<file path="src/rtl/bsg_manycore_run_sequencer.sv">
// Launch/run/drain sequencer for a manycore DUT: reset pulse, run until finish, drain to idle, flag timeout.
// Optional deadlock watchdog in RUN is compiled in with `define BSG_MANYCORE_RUN_SEQ_DEADLOCK_EN.
//
// state | meaning
// idle  | waiting for start_i, DUT held in reset
// reset | DUT held in reset for reset_cycles_p cycles
// run   | DUT running, waiting for finish_i
// drain | finish seen, waiting for idle_cycles_p quiet cycles
// done  | completed cleanly, pass
// fail  | timeout (or deadlock), no pass
module bsg_manycore_run_sequencer #(
  parameter int reset_cycles_p    = 10,
  parameter int timeout_cycles_p  = 10000,
  parameter int idle_cycles_p     = 64,
  parameter int deadlock_cycles_p = 1024,
  parameter int num_ports_p       = 4
) (
  input  logic                   clk_i,
  input  logic                   reset_n_i,
  input  logic                   start_i,
  input  logic [num_ports_p-1:0] v_i,
  input  logic                   finish_i,
  output logic                   dut_reset_o,
  output logic                   running_o,
  output logic                   done_o,
  output logic                   pass_o,
  output logic                   timeout_o,
  output logic                   deadlock_o,
  output logic [31:0]            cycle_count_o
);

  localparam logic [2:0] idle_s  = 3'd0;
  localparam logic [2:0] reset_s = 3'd1;
  localparam logic [2:0] run_s   = 3'd2;
  localparam logic [2:0] drain_s = 3'd3;
  localparam logic [2:0] done_s  = 3'd4;
  localparam logic [2:0] fail_s  = 3'd5;

  localparam int idle_max_lp = (deadlock_cycles_p > idle_cycles_p) ? deadlock_cycles_p : idle_cycles_p;
  localparam int idle_w_lp   = $clog2(idle_max_lp + 1);
  localparam int rst_w_lp    = $clog2(reset_cycles_p + 1);

  logic [2:0]           state_r, state_n;
  logic [rst_w_lp-1:0]  rst_cnt_r;
  logic [idle_w_lp-1:0] idle_cnt_r, idle_cnt_n;
  logic                 active, in_run, timeout_hit, drain_hit, fail_timeout, enter_reset;

  always_comb begin
    active       = |v_i;
    in_run       = (state_r == run_s) || (state_r == drain_s);
    timeout_hit  = in_run && (cycle_count_o == 32'(timeout_cycles_p - 1));
    idle_cnt_n   = active ? '0 : idle_cnt_r + 1'b1;
    drain_hit    = (state_r == drain_s) && (idle_cnt_n == idle_w_lp'(idle_cycles_p));
    enter_reset  = 1'b0;
    fail_timeout = 1'b0;
    state_n      = state_r;
    case (state_r)
      idle_s: if (start_i) state_n = reset_s;
      reset_s: if (rst_cnt_r == rst_w_lp'(reset_cycles_p - 1)) state_n = run_s;
      run_s: begin
        // timeout outranks finish so a late finish cannot mask a blown budget
        if (timeout_hit) begin
          state_n      = fail_s;
          fail_timeout = 1'b1;
        end else if (finish_i) begin
          state_n = drain_s;
        end
`ifdef BSG_MANYCORE_RUN_SEQ_DEADLOCK_EN
        else if (idle_cnt_n == idle_w_lp'(deadlock_cycles_p)) begin
          state_n = fail_s;
        end
`endif
      end
      drain_s: begin
        if (drain_hit) begin
          state_n = done_s;
        end else if (timeout_hit) begin
          state_n      = fail_s;
          fail_timeout = 1'b1;
        end
      end
      done_s, fail_s: if (start_i) state_n = reset_s;
      default: state_n = idle_s;
    endcase
    if ((state_n == reset_s) && (state_r != reset_s)) enter_reset = 1'b1;
  end

  always_ff @(posedge clk_i or negedge reset_n_i) begin
    if (!reset_n_i) begin
      state_r       <= idle_s;
      rst_cnt_r     <= '0;
      idle_cnt_r    <= '0;
      dut_reset_o   <= 1'b1;
      running_o     <= 1'b0;
      done_o        <= 1'b0;
      pass_o        <= 1'b0;
      timeout_o     <= 1'b0;
      cycle_count_o <= '0;
    end else begin
      state_r     <= state_n;
      dut_reset_o <= (state_n == idle_s) || (state_n == reset_s);
      running_o   <= (state_n == run_s) || (state_n == drain_s);
      done_o      <= (state_n == done_s) || (state_n == fail_s);
      pass_o      <= (state_n == done_s);

      if (enter_reset) timeout_o <= 1'b0;
      else if (fail_timeout) timeout_o <= 1'b1;

      if ((state_r == reset_s) && (state_n == reset_s)) rst_cnt_r <= rst_cnt_r + 1'b1;
      else rst_cnt_r <= '0;

      // quiet-cycle counter restarts on every state change, so drain never inherits run history
      if (state_n != state_r) idle_cnt_r <= '0;
`ifdef BSG_MANYCORE_RUN_SEQ_DEADLOCK_EN
      else if (in_run) idle_cnt_r <= idle_cnt_n;
`else
      else if (state_r == drain_s) idle_cnt_r <= idle_cnt_n;
`endif

      if (enter_reset) cycle_count_o <= '0;
      else if (in_run && !timeout_hit && (cycle_count_o != '1)) cycle_count_o <= cycle_count_o + 32'd1;
    end
  end

`ifdef BSG_MANYCORE_RUN_SEQ_DEADLOCK_EN
  always_ff @(posedge clk_i or negedge reset_n_i) begin
    if (!reset_n_i) deadlock_o <= 1'b0;
    else if (enter_reset) deadlock_o <= 1'b0;
    else if ((state_r == run_s) && (state_n == fail_s) && !fail_timeout) deadlock_o <= 1'b1;
  end
`else
  assign deadlock_o = 1'b0;
`endif

endmodule

</file>
<file path="config.mk">
export PLATFORM = sky130hd
export DESIGN_NAME = bsg_manycore_run_sequencer
export DESIGN_NICKNAME = d
export VERILOG_FILES = /design/src/rtl/bsg_manycore_run_sequencer.sv
export SDC_FILE = /design/constraint.sdc
export NUM_CORES = 1
export LEC_CHECK = 0
export ABC_AREA = 1
export BUFFER_PORTS_ARGS = -buffer_cell sky130_fd_sc_hd__clkbuf_2
export CAP_MARGIN = 20
export CORE_MARGIN = 5
export CORE_UTILIZATION = 59
export DETAILED_ROUTE_END_ITERATION = 10
export MAX_ROUTING_LAYER = met4
export PLACE_DENSITY = 0.89
export REMOVE_ABC_BUFFERS = 1
export SYNTH_ARGS = -nofsm -noshare
export SYNTH_HDL_FRONTEND = slang
export SYNTH_SLANG_ARGS = --single-unit
</file>
<file path="constraint.sdc">
create_clock -name clk_i -period 3.2 [get_ports clk_i]
set_input_delay 0.16 -clock clk_i [delete_from_list [all_inputs] [get_ports clk_i]]
set_output_delay 0.16 -clock clk_i [all_outputs]
set_load 0.05 [all_outputs]
</file>
==> results.sh, run 1 <==
export IMPL_ys_async_sr_fraction=1.000
export IMPL_start_util=0.6150
export IMPL_setup_tns_ps=0
export IMPL_syn_area_mm2=0.003706
export IMPL_cts_buffers=5
export IMPL_post_route_util=0.6817
export IMPL_reg2reg_from="cycle_count_o[0]"
export IMPL_num_vias=3455
export IMPL_rsz0062_at_grt="false"
export IMPL_vdd_ir_drop_worst_v=0.0004562
export IMPL_hpwlAfterDp_um=6545
export IMPL_fin_skew_ps=10.03
export IMPL_cts_sinks=55
export IMPL_io_buffers=44
export IMPL_place_gp_congestion=0.9790
export IMPL_rrSetupSlack_ps=540
export IMPL_synth_edff_count=0
export IMPL_min_from="finish_i"
export IMPL_postCtsResizedCells=0
export IMPL_area_growth_pct=10.84
export IMPL_fin_cells=661
export IMPL_max_freq_mhz=375.7
export IMPL_antenna_found_initial=0
export IMPL_die_w_um=89.26
export IMPL_drive_above_1_share=0.1741
export IMPL_grtUsageTotal=0.2458
export IMPL_drc=0
export IMPL_cp_start_kind="flop"
export IMPL_nets=597
export IMPL_crit_required_ps=3420
export IMPL_finalCriticalPeriod_ps=2662
export IMPL_ys_types=37
export IMPL_avgSynthCellArea_um2=6.863
export IMPL_path_max_fanout=17
export IMPL_post_synth_inst_count=540
export IMPL_post_drt_via_cell_ratio=5.227
export IMPL_hold_depth=5
export IMPL_status="finished clean"
export IMPL_grt_pass1_vias=3325
export IMPL_grt_pass1_wl_um=14870
export IMPL_drv_slew=0
export IMPL_placed_cells=652
export IMPL_core_mm2=0.006026
export IMPL_firstDrtPassIters=6
export IMPL_max_slew_margin=0.5746
export IMPL_grt_max_degree=34
export IMPL_yosysSeqAreaShare=0.3717
export IMPL_worst_pin_slew_ps=638.1
export IMPL_endpoint_kind="flop"
export IMPL_die_area_mm2=0.007966
export IMPL_r2r_end="cycle_count_o[12]"
export IMPL_cp_data_arrival_time_ps=2880
export IMPL_insertion_delay_ps=310
export IMPL_path_class="reg -> reg"
export IMPL_clockBufferDepth=2
export IMPL_hold_path_class="in -> reg"
export IMPL_period_share=0.8317
export IMPL_num_rows=28
export IMPL_min_to="state_r[0]"
export IMPL_p_per_area_mw_per_mm2=572.5
export IMPL_ios=46
export IMPL_reg2regPathDepth=15
export IMPL_cts_tree="done"
export IMPL_maxCapViolCount=0
export IMPL_synth_main_ff_cell="dfrtp_1"
export IMPL_ys_seq_elements=55
export IMPL_drt_wl_total_um=8624
export IMPL_final_hold_viol_count=0
export IMPL_cts_max_level=2
export IMPL_yosysWarnings=0
export IMPL_post_cts_setup_buffer_count=0
export IMPL_drt_initial_drc_count=249
export IMPL_wl_per_cell_um=13.05
export IMPL_p_leak_nw=2.329
export IMPL_timing_final_setup_violations=0
export IMPL_grt_overflow_total=0
export IMPL_clk_pin_slew_ps=100
export IMPL_diodes=0
export IMPL_ant_nets=0
export IMPL_cts_root_buf="clkbuf_8"
export IMPL_die_h_um=89.26
[through the flow]
| step | hold WS, ps | cell area, um2 | setup slack, ps | power, W |
|---|---|---|---|---|
| finish | 293.0 | 4108 | 538.4 | 0.002352 |
| detailed placement | 206.6 | 3965 | 611.2 | 0.001811 |
| floorplan | -135.6 | 3636 | 751.0 | 0.001585 |
| global placement | 188.2 | 3965 | 789.5 | 0.001773 |
| CTS | 266.4 | 4108 | 569.7 | 0.002355 |
| global route | 322.3 | 4108 | 311.4 | 0.002526 |
[cell type report]
type                            count  area (um2)
Fill cell                         535        1918
Sequential cell                    55        1378
Inverter                          111       416.7
Clock buffer                        6       72.57
Tap cell                           75       93.84
Multi-Input combinational cell    365        1842
Timing Repair Buffer               47       245.2
Clock inverter                      2       60.06
[Yosys cell counts (2+ instances only)]
| master | n | share of area |
|---|---|---|
| nand3_2 | 5 | 0.014 |
| inv_2 | 9 | 0.0091 |
| ha_1 | 4 | 0.014 |
| dfrtp_1 | 54 | 0.36 |
| xor2_1 | 17 | 0.040 |
| nor2_1 | 84 | 0.085 |
| nor3_2 | 2 | 0.0054 |
| nand4_1 | 16 | 0.027 |
| nand2_1 | 114 | 0.12 |
| o21ai_1 | 2 | 0.0027 |
| buf_6 | 4 | 0.012 |
| nor2_2 | 8 | 0.014 |
| nand3_1 | 35 | 0.047 |
| xnor2_1 | 4 | 0.0095 |
| buf_2 | 2 | 0.0027 |
| nor2_4 | 4 | 0.012 |
| clkbuf_1 | 2 | 0.0020 |
| nand2_2 | 16 | 0.027 |
| nand3b_1 | 2 | 0.0041 |
| nor3_1 | 15 | 0.020 |
| o21ai_0 | 19 | 0.026 |
| a21oi_1 | 6 | 0.0081 |
| inv_1 | 102 | 0.10 |
[what timing repair did]
action                                  4_1_cts  5_1_grt
hold buffers                                  1        0
endpoints found under the hold margin        24        0
endpoints found under the setup margin        0        0
[registers in the layout, indices dropped and copies added (netlist names)]
signal / cells
timeout_o: 1
rst_cnt_r: 4
done_o: 1
pass_o: 1
cycle_count_o: 32
dut_reset_o: 1
idle_cnt_r: 11
state_r: 3
running_o: 1
[where the power goes]
part | internal, W | total [W] | switching [W]
Combinational | 0.000247 | 0.000885 | 0.000639
Sequential | 0.000810 | 0.000925 | 0.000114
Clock | 0.000313 | 0.000541 | 0.000229
Total | 0.00137 | 0.00235 | 0.000981
[cell families (layout without fill, tap and decap cells)]
logic type | after synthesis | in the layout | synth area share
compound gates | 32 | 32 | 0.04761
xor+xnor | 21 | 21 | 0.04963
fa+ha+maj | 4 | 4 | 0.01350
buf+inv | 120 | 166 | 0.1313
flops | 55 | 55 | 0.3717
other cells | 1 | 1 | 0.001012
simple gates | 307 | 307 | 0.3852
[metal layers]
layer	wire length, um	vias to the layer above	global-route usage
met5	0	-	-
met4	156	0	0.08254
met3	459	15	0.03134
met2	4217	113	0.4032
met1	3790	1593	0.3152
li1	-	1734	-
[how the worst max path moves through the flow]
| stage | slack, ps | startpoint | to | depth (start not counted) |
|---|---|---|---|---|
| 4_1_cts | 570 | cycle_count_o[0] | cycle_count_o[12] | 15 |
| 5_1_grt | 310 | cycle_count_o[0] | cycle_count_o[12] | 15 |
| 3_3_place_gp | 790 | cycle_count_o[0] | cycle_count_o[12] | 15 |
| 6_report | 540 | cycle_count_o[0] | cycle_count_o[12] | 15 |
| 3_5_place_dp | 610 | cycle_count_o[0] | cycle_count_o[12] | 15 |
| 2_1_floorplan | 750 | cycle_count_o[0] | cycle_count_o[12] | 15 |
[cell usage in the layout (no fill, tap or decap), types with 2 or more instances in the layout]
master	count
nand3_1	35
nor3_1	15
dfrtp_1	54
xnor2_1	4
nand3_2	5
nor2_4	4
xor2_1	17
o21ai_1	2
inv_2	9
a21oi_1	6
nand2_2	16
nor2_2	8
nand4_1	16
nor3_2	2
nand3b_1	2
o21ai_0	19
bufinv_16	2
ha_1	4
inv_1	102
nand2_1	114
nor2_1	84
clkbuf_8	5
clkbuf_2	44
buf_4	2
[worst max-delay path, cell delays in order, from the launching register on]
cell	delay, ps
dfrtp_1	430
ha_1	230
nand2_1	140
nor2_1	110
nand2_1	100
nor2_1	50
nand2_1	70
nand3_2	290
inv_1	420
nand2_1	170
nor2_1	220
nand4_1	100
o21ai_0	80
inv_1	60
nand2_1	50
inv_1	50
(Power assumes the default switching activity.)
==> run 2: changes to the inputs <==
clock period = 2.75 ns   (was 3.2 ns; I/O delays follow)
==> results.sh, run 2 (synthesis results as in run 1) <==
export IMPL_status="finished clean"
export IMPL_grt_overflow_total=0
export IMPL_largest_reg_flops=32
export IMPL_max_freq_mhz=407.6
export IMPL_drt_wl_total_um=8605
export IMPL_final_hold_viol_count=0
export IMPL_rsz0062_at_grt="false"
export IMPL_post_drt_via_cell_ratio=5.325
export IMPL_clockBufferDepth=2
export IMPL_insertion_delay_ps=310
export IMPL_path_max_fanout=17
export IMPL_grtUsageTotal=0.2414
export IMPL_firstDrtPassIters=5
export IMPL_grt_pass1_vias=3402
export IMPL_ant_nets=0
export IMPL_busiest_layer="met2"
export IMPL_crit_required_ps=3000
export IMPL_endpoint_kind="flop"
export IMPL_area_growth_pct=10.60
export IMPL_drc=0
export IMPL_crit_path_frequent_cell="nand2_1"
export IMPL_n_fill_cell=522
export IMPL_reg2regPathDepth=16
export IMPL_antenna_found_initial=0
export IMPL_grt_max_degree=43
export IMPL_num_vias=3536
export IMPL_worstPathCellList="ha_1 > nand2_1 > nor2_1 > nand2_1 > nor2_1 > nand2_1 > nand3_2 > nor2_1 > nand2_1 > nor2_1 > nand2_1 > nand2_1 > inv_1 > nor2_1 > nand2_1 > inv_1"
export IMPL_post_route_util=0.6802
export IMPL_cts_tree="done"
export IMPL_start_util=0.6150
export IMPL_fin_hold_ws_ps=253.3
export IMPL_grt_pass1_wl_um=14870
export IMPL_largest_register="cycle_count_o"
export IMPL_slowest_delay_ps=440
export IMPL_nets=600
export IMPL_min_from="finish_i"
export IMPL_cts_max_level=2
export IMPL_placed_cells=654
export IMPL_vdd_ir_drop_worst_v=0.0004045
export IMPL_min_to="state_r[0]"
export IMPL_place_gp_congestion=0.9393
export IMPL_clk_pin_slew_ps=110
export IMPL_p_leak_nw=2.323
export IMPL_cts_buffers=5
export IMPL_top_regs="cycle_count_o x32, idle_cnt_r x11, rst_cnt_r x4"
export IMPL_num_rows=28
export IMPL_finalCriticalPeriod_ps=2454
export IMPL_core_mm2=0.006026
export IMPL_io_buffers=44
export IMPL_rrSetupSlack_ps=300
export IMPL_wl_per_cell_um=12.96
export IMPL_met1_usage=0.3020
export IMPL_use_met3=0.03226
export IMPL_drt_initial_drc_count=240
export IMPL_setup_tns_ps=0
export IMPL_grt_use_met2=0.4113
export IMPL_path_class="reg -> reg"
export IMPL_hold_depth=5
export IMPL_period_share=0.8922
export IMPL_fin_skew_ps=15.23
export IMPL_timing_final_setup_violations=0
export IMPL_die_w_um=89.26
export IMPL_diodes=0
export IMPL_drv_slew=0
export IMPL_p_per_area_mw_per_mm2=626.2
export IMPL_reg2reg_from="cycle_count_o[0]"
export IMPL_fin_cells=664
export IMPL_die_area_mm2=0.007966
export IMPL_maxCapViolCount=0
export IMPL_cts_root_buf="clkbuf_8"
export IMPL_layout_commonest_cell="nand2_1"
export IMPL_hold_path_class="in -> reg"
export IMPL_crit_slowest_cell="dfrtp_1"
export IMPL_layout_common_cells="nand2_1, inv_1, nor2_1"
export IMPL_cts_sinks=55
export IMPL_r2r_end="cycle_count_o[26]"
export IMPL_cp_start_kind="flop"
export IMPL_ios=46
export IMPL_hpwlAfterDp_um=6534
export IMPL_die_h_um=89.26
export IMPL_post_cts_setup_buffer_count=0
export IMPL_drive_above_1_share=0.1800
export IMPL_cp_data_arrival_time_ps=2700
## run 2: cell count changes in the layout (fill, tap and decap cells not counted), sizes merged
cell,delta
buf,+3
bufinv,-2
clkinvlp,+2
clkbuf,-1
clkinv,+1
## run 2: worst max-delay path by stage
stage,start,endpoint,slack [ps],cells after the start
after floorplan,cycle_count_o[0],cycle_count_o[12],300,15
after global placement,idle_cnt_r[0],cycle_count_o[18],450,13
after detailed placement,idle_cnt_r[0],cycle_count_o[18],340,13
after CTS,idle_cnt_r[0],cycle_count_o[18],310,13
after global routing,cycle_count_o[0],cycle_count_o[30],20,14
final,cycle_count_o[0],cycle_count_o[26],300,16
## run 2: critical path, delay by kind of cell (launching register included)
family,cells,cell delay (ps)
buffers and inverters,2,100
DFF,1,440
and+or+nand+nor,13,1640
adders and majority gates,1,220
## run 2: metal layers
| layer | vias to the layer above | wire length, um |
|---|---|---|
| met5 | - | 0 |
| met4 | 0 | 108 |
| met3 | 11 | 559 |
| met2 | 137 | 4302 |
| met1 | 1644 | 3636 |
| li1 | 1744 | - |
## run 2: per-stage QoR
stage,worst slack [ps],area [um2],power [W]
5_1_grt,16.38,4099,0.002765
6_report,296.3,4099,0.002567
3_3_place_gp,452.0,3980,0.002076
2_1_floorplan,301.0,3636,0.001845
3_5_place_dp,344.4,3980,0.002121
4_1_cts,310.0,4069,0.002569
## run 2: layout make-up
type                    instances  area [um2]  area share
well taps                      75       93.84     0.02289
clock buffers                   5       68.82     0.01679
multi-input cells             365        1842      0.4493
inverters                     111       416.7      0.1016
flip-flops and latches         55        1378      0.3361
clock inverters                 3       20.02    0.004884
repair buffers                 50       280.3     0.06838
## run 2: timing repair
action                     in CTS  in global routing
gates resized for setup         0                  0
hold endpoints to repair        0                 15
hold buffers                    0                  1
setup endpoints to repair       0                  0
## run 2: where the power goes
part           total (W)  internal (W)  switching, W  leakage [nW]
clock network   0.000452      0.000178      0.000274        0.0402
logic            0.00103      0.000299      0.000734          1.53
registers        0.00108      0.000943      0.000140         0.752
total            0.00257       0.00142       0.00115          2.32
==> run 3: changes to the inputs <==
clock period = 2.67 ns   (was 2.75 ns; I/O delays follow)
==> results.sh, run 3 (synthesis results as in run 1) <==
export IMPL_grt_max_degree=38
export IMPL_diodes=0
export IMPL_cts_sinks=55
export IMPL_fin_skew_ps=6.213
export IMPL_grt_overflow_total=0
export IMPL_grt_pass1_vias=3326
export IMPL_insertion_delay_ps=310
export IMPL_cp_data_arrival_time_ps=2630
export IMPL_antenna_found_initial=0
export IMPL_reg2regPathDepth=14
export IMPL_finalCriticalPeriod_ps=2424
export IMPL_status="finished clean"
export IMPL_p_leak_nw=2.332
export IMPL_period_share=0.9077
export IMPL_critPathTopFamily="simple AND/OR/NAND/NOR gates"
export IMPL_nets=601
export IMPL_grt_pass1_wl_um=14230
export IMPL_layout_commonest_cell="nand2_1"
export IMPL_ios=46
export IMPL_path_max_fanout=33
export IMPL_wl_met1_um=3600
export IMPL_die_h_um=89.26
export IMPL_max_freq_mhz=412.6
export IMPL_min_from="finish_i"
export IMPL_cts_max_level=2
export IMPL_hold_path_class="in -> reg"
export IMPL_vdd_ir_drop_worst_v=0.0003521
export IMPL_num_rows=28
export IMPL_setup_tns_ps=0
export IMPL_cp_start_kind="flop"
export IMPL_core_mm2=0.006026
export IMPL_wl_per_cell_um=12.13
export IMPL_cp_depth=14
export IMPL_crit_path_frequent_cell="nand2_1"
export IMPL_drt_wl_total_um=8068
export IMPL_place_gp_congestion=0.9691
export IMPL_reg2reg_from="cycle_count_o[0]"
export IMPL_num_vias=3429
export IMPL_worstPathCellList="ha_1 > nand2_1 > nor2_2 > nand3_1 > nor2_2 > nand2_2 > nand2_1 > o22ai_1 > inv_1 > nand2_2 > nor2_4 > nand3_4 > nand2_1 > inv_1"
export IMPL_clockBufferDepth=2
export IMPL_n_fill_cell=497
export IMPL_path_class="reg -> reg"
export IMPL_worst_pin_slew_ps=925.4
export IMPL_rsz0062_at_grt="false"
export IMPL_fin_hold_ws_ps=209.7
export IMPL_max_slew_margin=0.3831
export IMPL_cts_buffers=5
export IMPL_hpwlAfterDp_um=6289
export IMPL_path_buf_inv=2
export IMPL_top_layer="met4"
export IMPL_rrSetupSlack_ps=250
export IMPL_timing_final_setup_violations=0
export IMPL_drt_initial_drc_count=220
export IMPL_io_buffers=44
export IMPL_hold_depth=5
export IMPL_min_to="state_r[0]"
export IMPL_crit_required_ps=2870
export IMPL_top_regs="cycle_count_o x32, idle_cnt_r x11, rst_cnt_r x4"
export IMPL_largest_register="cycle_count_o"
export IMPL_endpoint_kind="flop"
export IMPL_p_per_area_mw_per_mm2=643.2
export IMPL_largest_reg_flops=32
export IMPL_die_w_um=89.26
export IMPL_slowest_delay_ps=420
export IMPL_drv_slew=0
export IMPL_route_met3_wl_um=430
export IMPL_maxCapViolCount=0
export IMPL_crit_slowest_cell="dfrtp_1"
export IMPL_grtUsageTotal=0.2303
export IMPL_die_area_mm2=0.007966
export IMPL_start_util=0.6150
export IMPL_clk_pin_slew_ps=100
export IMPL_r2r_end="cycle_count_o[31]"
export IMPL_area_growth_pct=10.67
export IMPL_route_met2_wl_um=3892
export IMPL_cts_tree="done"
export IMPL_post_drt_via_cell_ratio=5.156
export IMPL_cts_root_buf="clkbuf_8"
export IMPL_firstDrtPassIters=5
export IMPL_final_hold_viol_count=0
export IMPL_drive_above_1_share=0.1847
export IMPL_layout_common_cells="nand2_1, inv_1, nor2_1"
export IMPL_drc=0
export IMPL_ant_nets=0
[run 3: cell count changes in the layout (fill, tap and decap cells not counted), sizes merged]
cell	before	now
buf	5	6
clkinvlp	2	0
clkinv	1	3
[run 3: through the flow]
step | setup WS (ps) | utilization | std cells | total power, W | cell area (um2)
2_1_floorplan | 221.0 | - | 531 | 0.001900 | 3636
3_3_place_gp | 318.7 | 0.6630 | 656 | 0.002159 | 3995
3_5_place_dp | 210.5 | 0.6630 | 656 | 0.002194 | 3995
4_1_cts | 183.6 | 0.6786 | 665 | 0.002643 | 4089
5_1_grt | 17.74 | 0.6806 | 665 | 0.002846 | 4101
6_report | 246.3 | 0.6806 | 665 | 0.002638 | 4101
[run 3: routing by layer]
metal / track usage / up-vias
met3: 0.03410 / 17
met2: 0.3778 / 98
li1: - / 1745
met4: 0.07442 / 0
met1: 0.2935 / 1569
met5: - / -
[run 3: repair_timing]
item / in CTS / in global routing
buffers inserted: 0 / 0
hold buffers: 1 / 0
endpoints found under the hold margin: 34 / 0
gates resized for setup: 0 / 3
setup endpoints to repair: 0 / 6
[run 3: final cells by class]
type,instances,area [um2],share of cell area
timing repair buffer,51,275.3,0.06711
multi-input combinational,365,1854,0.4521
tap,75,93.84,0.02288
sequential,55,1378,0.3359
clock inverter,3,15.01,0.003661
inverter,111,416.7,0.1016
clock buffer,5,68.82,0.01678
[run 3: worst max path at each step]
stage                startpoint                 to
3_5_place_dp   cycle_count_o[0]  cycle_count_o[26]
3_3_place_gp   cycle_count_o[0]  cycle_count_o[26]
4_1_cts        cycle_count_o[0]  cycle_count_o[26]
2_1_floorplan  cycle_count_o[0]  cycle_count_o[12]
6_report       cycle_count_o[0]  cycle_count_o[31]
5_1_grt           idle_cnt_r[1]   cycle_count_o[3]
[run 3: worst register-to-register path, stage by stage, from the launching register on]
cell,delay (ps)
dfrtp_1,420
ha_1,190
nand2_1,120
nor2_2,130
nand3_1,90
nor2_2,170
nand2_2,110
nand2_1,70
o22ai_1,60
inv_1,120
nand2_2,110
nor2_4,120
nand3_4,360
nand2_1,190
inv_1,60
[run 3: power breakdown]
| part | switching (W) | total [W] | internal (W) | leakage [nW] |
|---|---|---|---|---|
| combinational | 0.000758 | 0.00108 | 0.000321 | 1.53 |
| sequential | 0.000141 | 0.00111 | 0.000971 | 0.752 |
| clock | 0.000267 | 0.000447 | 0.000180 | 0.0477 |
